[src/rtl/pll_sup_pkg.sv]
// ---------------------------------------------------------------------------
// pll_sup_pkg
// Shared definitions for the PLL lock supervisor: FSM state encodings and a
// small helper used to size the shared cycle counter.
// ---------------------------------------------------------------------------
package pll_sup_pkg;

  localparam logic [2:0] ST_RESET_PLL_ENC = 3'd0;
  localparam logic [2:0] ST_WAIT_LOCK_ENC = 3'd1;
  localparam logic [2:0] ST_STABLE_ENC    = 3'd2;
  localparam logic [2:0] ST_RUN_ENC       = 3'd3;
  localparam logic [2:0] ST_FAULT_ENC     = 3'd4;

  typedef enum logic [2:0] {
    ST_RESET_PLL = ST_RESET_PLL_ENC,
    ST_WAIT_LOCK = ST_WAIT_LOCK_ENC,
    ST_STABLE    = ST_STABLE_ENC,
    ST_RUN       = ST_RUN_ENC,
    ST_FAULT     = ST_FAULT_ENC
  } state_e;

  function automatic int max3(input int a, input int b, input int c);
    int m;
    m = (a > b) ? a : b;
    return (m > c) ? m : c;
  endfunction

endpackage

[src/rtl/sync_2ff.sv]
// ---------------------------------------------------------------------------
// sync_2ff
// Two-flop synchroniser for a single asynchronous level.
// Ports:
//   clk     - destination clock
//   reset_n - asynchronous active-low reset, clears both flops
//   d_i     - asynchronous input
//   q_o     - synchronised output (2-cycle latency)
// ---------------------------------------------------------------------------
module sync_2ff (
  input  logic clk,
  input  logic reset_n,
  input  logic d_i,
  output logic q_o
);

  logic r_meta;
  logic r_sync;

  always_ff @(posedge clk or negedge reset_n) begin
    if (!reset_n) begin
      r_meta <= 1'b0;
      r_sync <= 1'b0;
    end else begin
      r_meta <= d_i;
      r_sync <= r_meta;
    end
  end

  assign q_o = r_sync;

endmodule

[src/rtl/pll_lock_supervisor.sv]
// ---------------------------------------------------------------------------
// pll_lock_supervisor
// Sequences PLL reset, waits for lock, qualifies lock stability, releases the
// PLL-domain reset and recovers from lock loss, with bounded retries ending
// in a sticky FAULT that only reset_n or force_relock_i can clear.
// Ports:
//   clk            - reference clock (only clock)
//   reset_n        - asynchronous active-low reset
//   pll_locked_i   - PLL lock, asynchronous to clk
//   force_relock_i - single-cycle restart request, highest priority
//   pll_rst_o      - reset to the PLL (RESET_PLL and FAULT)
//   sys_rst_o      - reset for PLL-clocked logic (all states but RUN)
//   lock_ok_o      - high in RUN
//   fault_o        - high in FAULT
//   retry_cnt_o    - timed-out attempts since the last RUN entry
//   loss_cnt_o     - saturating count of lock losses seen in RUN
// ---------------------------------------------------------------------------
module pll_lock_supervisor
  import pll_sup_pkg::*;
#(
  parameter int PLL_RST_CYCLES      = 16,
  parameter int LOCK_TIMEOUT_CYCLES = 4096,
  parameter int LOCK_STABLE_CYCLES  = 1024,
  parameter int MAX_RETRIES         = 3
) (
  input  logic       clk,
  input  logic       reset_n,
  input  logic       pll_locked_i,
  input  logic       force_relock_i,
  output logic       pll_rst_o,
  output logic       sys_rst_o,
  output logic       lock_ok_o,
  output logic       fault_o,
  output logic [3:0] retry_cnt_o,
  output logic [7:0] loss_cnt_o
);

  localparam int CNT_MAX = max3(PLL_RST_CYCLES, LOCK_TIMEOUT_CYCLES, LOCK_STABLE_CYCLES);
  localparam int CNT_W   = $clog2(CNT_MAX + 1);

  // Terminal counts: the counter starts at 0 on state entry, so a state that
  // must last N cycles leaves on the edge where the counter reads N-1.
  localparam logic [CNT_W-1:0] RST_LAST     = CNT_W'(PLL_RST_CYCLES - 1);
  localparam logic [CNT_W-1:0] TIMEOUT_LAST = CNT_W'(LOCK_TIMEOUT_CYCLES - 1);
  localparam logic [CNT_W-1:0] STABLE_LAST  = CNT_W'(LOCK_STABLE_CYCLES - 1);

  logic             w_locked;
  state_e           r_state,  w_state_next;
  logic [CNT_W-1:0] r_cnt,    w_cnt_next;
  logic [3:0]       r_retry,  w_retry_next;
  logic [7:0]       r_loss,   w_loss_next;
  logic             r_pll_rst, r_sys_rst, r_lock_ok, r_fault;

  sync_2ff u_sync (
    .clk     (clk),
    .reset_n (reset_n),
    .d_i     (pll_locked_i),
    .q_o     (w_locked)
  );

  always_ff @(posedge clk or negedge reset_n) begin
    if (!reset_n) begin
      r_state   <= ST_RESET_PLL;
      r_cnt     <= '0;
      r_retry   <= '0;
      r_loss    <= '0;
      r_pll_rst <= 1'b1;
      r_sys_rst <= 1'b1;
      r_lock_ok <= 1'b0;
      r_fault   <= 1'b0;
    end else begin
      r_state   <= w_state_next;
      r_cnt     <= w_cnt_next;
      r_retry   <= w_retry_next;
      r_loss    <= w_loss_next;
      // Outputs are decoded from the next state so they change on the same
      // edge as the state itself (e.g. sys_rst rises on the lock-loss edge).
      r_pll_rst <= (w_state_next == ST_RESET_PLL) || (w_state_next == ST_FAULT);
      r_sys_rst <= (w_state_next != ST_RUN);
      r_lock_ok <= (w_state_next == ST_RUN);
      r_fault   <= (w_state_next == ST_FAULT);
    end
  end

  always_comb begin
    w_state_next = r_state;
    w_cnt_next   = r_cnt;
    w_retry_next = r_retry;
    w_loss_next  = r_loss;

    if (force_relock_i) begin
      w_state_next = ST_RESET_PLL;
      if (r_state == ST_FAULT) begin
        w_retry_next = '0;
      end
    end else begin
      case (r_state)
        ST_RESET_PLL: begin
          w_cnt_next = r_cnt + 1'b1;
          if (r_cnt == RST_LAST) begin
            w_state_next = ST_WAIT_LOCK;
          end
        end
        ST_WAIT_LOCK: begin
          w_cnt_next = r_cnt + 1'b1;
          if (w_locked) begin
            w_state_next = ST_STABLE;
          end else if (r_cnt == TIMEOUT_LAST) begin
            if (r_retry == 4'(MAX_RETRIES)) begin
              w_state_next = ST_FAULT;
            end else begin
              w_retry_next = r_retry + 4'd1;
              w_state_next = ST_RESET_PLL;
            end
          end
        end
        ST_STABLE: begin
          w_cnt_next = r_cnt + 1'b1;
          if (!w_locked) begin
            w_state_next = ST_WAIT_LOCK;
          end else if (r_cnt == STABLE_LAST) begin
            w_state_next = ST_RUN;
            w_retry_next = '0;
          end
        end
        ST_RUN: begin
          if (!w_locked) begin
            w_state_next = ST_RESET_PLL;
            if (r_loss != 8'hFF) begin
              w_loss_next = r_loss + 8'd1;
            end
          end
        end
        ST_FAULT: begin
          w_state_next = ST_FAULT;
        end
        default: begin
          w_state_next = ST_RESET_PLL;
        end
      endcase
    end

    // A forced relock into RESET_PLL is not a state change when already there,
    // but the attempt must still restart from zero.
    if ((w_state_next != r_state) || force_relock_i) begin
      w_cnt_next = '0;
    end
  end

  assign pll_rst_o   = r_pll_rst;
  assign sys_rst_o   = r_sys_rst;
  assign lock_ok_o   = r_lock_ok;
  assign fault_o     = r_fault;
  assign retry_cnt_o = r_retry;
  assign loss_cnt_o  = r_loss;

endmodule
[config.mk]
export PLATFORM = sky130hd
export DESIGN_NAME = pll_lock_supervisor
export DESIGN_NICKNAME = d
export VERILOG_FILES = /design/src/rtl/pll_sup_pkg.sv /design/src/rtl/sync_2ff.sv /design/src/rtl/pll_lock_supervisor.sv
export SDC_FILE = /design/constraint.sdc
export NUM_CORES = 1
export LEC_CHECK = 0
export CAP_MARGIN = 20
export CORE_MARGIN = 1.5
export CORE_UTILIZATION = 55
export CTS_CLUSTER_DIAMETER = 150
export DETAILED_ROUTE_END_ITERATION = 10
export PLACE_DENSITY = 0.78
export SYNTH_ARGS = -nofsm -noshare
export SYNTH_HDL_FRONTEND = slang
export SYNTH_SLANG_ARGS = --single-unit
[constraint.sdc]
create_clock -name clk -period 2.2 [get_ports clk]
set_input_delay 0.33 -clock clk [delete_from_list [all_inputs] [get_ports clk]]
set_output_delay 0.33 -clock clk [all_outputs]
set_load 0.05 [all_outputs]
After elaboration in Yosys (flattened, before gate mapping)
Cells that the tools add are included.
Operators by class
  add/sub/neg operators: 3
  equal/unequal tests: 20
  multiplexer cells: 20
  bitwise gates (word level): 2
  reduce and logical (&&, ||, !) cells: 10
Operator list (count)
  $mux W13: 3
  $mux W4: 7
  $mux W3: 8
  $pmux W3 S5: 1
  $add A13 B1 Y13 const B: 1
  $eq A13 B10 Y1 const B: 1
  $eq A13 B12 Y1 const B: 1
  $eq A13 B4 Y1 const B: 1
  $ne A3 B3 Y1 const B: 4
  $eq A3 B2 Y1 const B: 3
  $add A8 B1 Y8 const B: 1
  $ne A8 B8 Y1 const B: 1
  $pmux W4 S2: 1
  $reduce_and A7 Y1: 1
  $eq A3 B3 Y1 const B: 2
  $logic_not A3 Y1: 2
  $ne A3 B2 Y1 const B: 2
  $add A4 B1 Y4 const B: 1
  $eq A4 B2 Y1 const B: 1
  $ne A2 B1 Y1 const B: 2
  $reduce_and A4 Y1: 1
  $eq A3 B1 Y1 const B: 1
  $ne A3 B3 Y1: 1
  $reduce_bool A3 Y1: 1
  other kinds (5): 7
Storage, ports and cells
  register bits after elaboration: 34
  output and inout port bits: 16
  logic and storage cells: 65

Logic depth before layout (Yosys ltp)
  word-level depth: 10
  depth in mapped cells: 7
  mapped depth without buffers: 6

By module
Synthesis repeated with hierarchy kept, for this count alone.
Second synthesis, totals
  cell total of the unflattened synthesis: 168
  area total of the unflattened synthesis: 1791.7 µm²
By module, submodules not included
  pll_lock_supervisor: instances 1, cells each 166, area each 1741.7 µm², sequential area each 803.3 µm²
  sync_2ff: instances 1, cells each 2, area each 50.0 µm², sequential area each 50.0 µm²

Worst setup path before layout
OpenSTA, ideal clock, no wires.
  kind: reg2reg
  from: reg r_loss[0] (netlist: loss_cnt_o[0])
  to: reg r_loss[5] (netlist: loss_cnt_o[5])
  arrival time: 1684 ps
  path slack: 371 ps
  cell stages (with the launch flop): 7
  buffers on the path: 0
  cell sequence: dfrtp_1 -> ha_1 -> nand3_1 -> o2111a_1 -> nand4_1 -> nor2_1 -> xor2_1
On the way
  longest elaborated chain between the ends: 2
RTL lines
  start, declared: RTL line pll_lock_supervisor.sv:51  | logic [7:0] r_loss, w_loss_next;
  start signal, assigned: RTL line pll_lock_supervisor.sv:75  | r_loss <= w_loss_next;
  parallel branches: the longest is 2 deep, another holds $add A8 B1 Y8
Several ways; the timed one is not identified.
A chain may end at the register's enable or synchronous reset.

Worst setup path in the final report
  from: reg r_cnt[0]
  to: reg r_cnt[3]
On the way
  longest elaborated chain between the ends: 9
RTL lines
  start, declared: RTL line pll_lock_supervisor.sv:49  | logic [CNT_W-1:0] r_cnt, w_cnt_next;
  start signal, assigned: RTL line pll_lock_supervisor.sv:73  | r_cnt <= w_cnt_next;
  $eq A13 B10 Y1 or $eq A13 B12 Y1 (tied branches): RTL line pll_lock_supervisor.sv:121, pll_lock_supervisor.sv:108
  $mux W3, on equally long branches: RTL line pll_lock_supervisor.sv:121, pll_lock_supervisor.sv:108
  $mux W3, on equally long branches: RTL line pll_lock_supervisor.sv:119, pll_lock_supervisor.sv:106
  $pmux W3 S5: RTL line pll_lock_supervisor.sv:97  | case (r_state)
  $mux W3: RTL line pll_lock_supervisor.sv:91  | if (force_relock_i) begin
  $ne A3 B3 Y1: RTL line pll_lock_supervisor.sv:145  | if ((w_state_next != r_state) || force_relock_i) begin
  $logic_or A1 B1 Y1: RTL line pll_lock_supervisor.sv:145
  $ne A2 B1 Y1 (no source line) or $reduce_bool A2 Y1 (tied branches)
  $reduce_and A2 Y1 (no source line)
Parallel ways exist; a longest one is shown, timed or not. The select of a mux whose other input is x is not followed.

==> summary.md <==
| Metric | Value |
|---|---|
| CTS Buf Count | `5` |
| Vias in the first global route | `1,311` |
| F_max | `around 500 MHz` |
| Cts repair resizes | `0` |
| FF+latch count, synth | `34` |
| Clock sink count | `34` |
| Post-route cell area | `2070 µm²` |
| WL final | `3.25 mm` |
| Static leakage | `0.871 nW` |
| H-tree Lvls | `2` |
| Total Nets Final | `around 200` |
| Root buffer cell | `clkbuf_4` |
| Post-synthesis instance total | `between 150 and 200` |
| P&R area growth vs syn | `16.9%` |
| Initial Util | `roughly three fifths` |
| DR vias | `1,308` |
| Met2 Resource Use GR | `35.6%` |
| Slew Viols, Final | `0` |
| CTS Hold Bufs | `0` |
| Clk Latency, worst-skew pair | `roughly 340 ps` |
| Synth top area cells | `dfrtp_1 45%, xor2_1 5.4%, xnor2_1 4.0%` |
| DPL Wire Length | `between 2 and 2.5 mm` |
| Vias/cell | `roughly 5.5` |
| Drc violations | `0` |
| Crit end category | `flip-flop` |
| Critical path arrival | `2230 ps` |
| CTS tree | `yes` |
| Global route overflow | `0` |
| Chip width | `roughly 60 µm` |
| Synth cell types | `47` |
| Drt wl/cell | `about 14 µm` |
| First DRT Iteration DRCs | `50` |
| Initial antenna violation count | `0` |
| Cell row count | `20` |
| Final period utilization | `90.7%` |
| WS Path Type | `flip-flop to flip-flop` |
| Crit. Startpoint | `r_cnt[0]` |
| Die area | `between 3000 and 4000 µm²` |
| Max_slew headroom | `about two thirds` |
| Met1 usage | `26.4%` |
| Io pins | `20` |
| Postcts setup bufs | `0` |
| Final Hold Vio Count | `0` |
| Worst IR Drop VDD | `~0.34 mV` |
| Yosys top cell area share | `45.2%` |
| Share of cells above drive strength 1 | `17.4%` |
| Setup Viol. Count Final | `0` |
| Busiest grt layer | `met2` |
| Worst hold path class | `flip-flop to flip-flop` |
| CP Launch Type | `flip-flop` |
| First-pass GRT wire length | `5.66 mm` |
| Syn. warnings | `0` |
| Post-synth EDFFs | `0` |
| Core Util, Final | `between 60 and 70%` |
| I/O Buffers | `19` |
| Skew final | `8.82 ps` |
| CP Max Fanout | `13` |
| Most instantiated cells after synthesis | `32 x dfrtp_1, 13 x nor2_1, 12 x nand2_1` |
| Slew @ Worst Pin | `504 ps` |
| Placed cell area | `2010 µm²` |
| Worst hold slack | `around 360 ps` |
| Fill cell count | `roughly 260` |
| Clock transition at the registers of the reported paths | `about 100 ps` |
| FF-to-FF Start | `r_cnt[0]` |
| Met3 Use GR | `5.84%` |
| N_diodes | `0` |
| Required time worst endpoint | `~2400 ps` |
| Max cap viols | `0` |
| Clock Path Buffers | `2` |
| Largest net degree at the start of global routing | `35` |
| PD cells | `between 500 and 600 nW/µm²` |
| Outcome | `complete, no violations` |
| Core area | `3050 µm²` |
| RSZ-0062 raised after global routing | `false` |
| GR Util All Layers | `21.5%` |
| Async SR Flop Fraction | `100%` |
| Drt pass-1 iters | `4` |
| HP Start | `u_sync.r_meta` |
| Post-synthesis instance area | `1770 µm²` |
| Sequential share of the synthesized area | `48.1%` |
| Most used DFF post-synth | `dfrtp_1` |
| Mapped Nets | `176` |
| Post-layout minimum cycle time | `2000 ps` |
| Avg Cell Area, Syn | `roughly 10 µm²` |
| Most frequent cell after synthesis | `dfrtp_1` |
| Most area-hungry cell type in the Yosys netlist | `dfrtp_1` |
| Die H | `59.8 µm` |
| GPL Wtd Cong | `0.850` |
| Final TNS setup | `0 ps` |
| Post-route ant nets | `0` |
[sequential cells by signal (all words and copies together), names as in the netlist]
| signal | flops |
|---|---|
| fault_o | 1 |
| retry_cnt_o | 4 |
| r_state | 3 |
| pll_rst_o | 1 |
| loss_cnt_o | 8 |
| r_cnt | 13 |
| sys_rst_o | 1 |
| lock_ok_o | 1 |
| u_sync.r_meta | 1 |
| u_sync.q_o | 1 |
[through the flow]
step	instances	power, mW	setup slack, ps
6_report	239	1.05	204
5_1_grt	239	1.10	57.7
4_1_cts	239	1.06	192
3_5_place_dp	231	0.705	218
3_3_place_gp	231	0.701	259
2_1_floorplan	169	0.674	371
[cells by family after synthesis]
logic type,after synthesis,synth area share (%)
AOI/OAI and AO/OA,18,8.82
muxes,2,1.20
adders and majority gates,3,2.12
buffers and inverters,6,2.89
and+or+nand+nor,87,27.5
DFF,34,48.1
xor gates and xnor gates,19,9.39
[power by group]
group	total, mW	internal [mW]	leakage, nW	switching [mW]
clock	0.360	0.153	0.0343	0.207
sequential	0.638	0.631	0.461	0.00644
combinational	0.0536	0.0232	0.376	0.0304
[worst max-delay path, cell delays in order (launching register included)]
cell and delay [ps]:
dfrtp_1 400, ha_1 180, nand3_1 230, nor4_1 420
o21ai_0 220, a31oi_4 210, buf_12 170, nor2_1 50
[final cells by class]
| type | instances | area [µm²] | share of cell area (%) |
|---|---|---|---|
| clock buffer | 6 | 51.3 | 2.47 |
| clock inverter | 2 | 12.5 | 0.603 |
| inverter | 2 | 7.51 | 0.362 |
| multi-input combinational | 129 | 868 | 41.9 |
| sequential | 34 | 853 | 41.2 |
| tap | 44 | 55.1 | 2.66 |
| timing repair buffer | 22 | 225 | 10.9 |
[worst paths after layout]
kind	end	slack, ps	cells past startpoint
worst max-delay path	r_cnt[3]	200	7
worst max register to register	r_cnt[3]	200	7
worst min register to register	u_sync.q_o	360	0
worst min-delay path	u_sync.q_o	360	0
min in group asynchronous	r_state[2]	390	2
max in group asynchronous	pll_rst_o	1480	2
[metal layers]
metal	wire (µm)	vias up
met3	127	6
met2	1640	27
met4	54	0
li1	-	652
met1	1430	623
met5	0	-
[cells in the final DEF, fill, tap and decap left out, types with 3 or more instances in the layout]
master,instances
a21oi_1,3
and3_1,4
clkbuf_4,5
clkdlybuf4s50_1,19
dfrtp_1,32
ha_1,3
nand2_1,12
nand2b_1,3
nand3_1,9
nand4_1,11
nor2_1,13
nor2_2,10
nor3_1,5
o21ai_0,3
xnor2_1,8
xor2_1,11
Note: power is estimated with default switching activity, not from simulation.
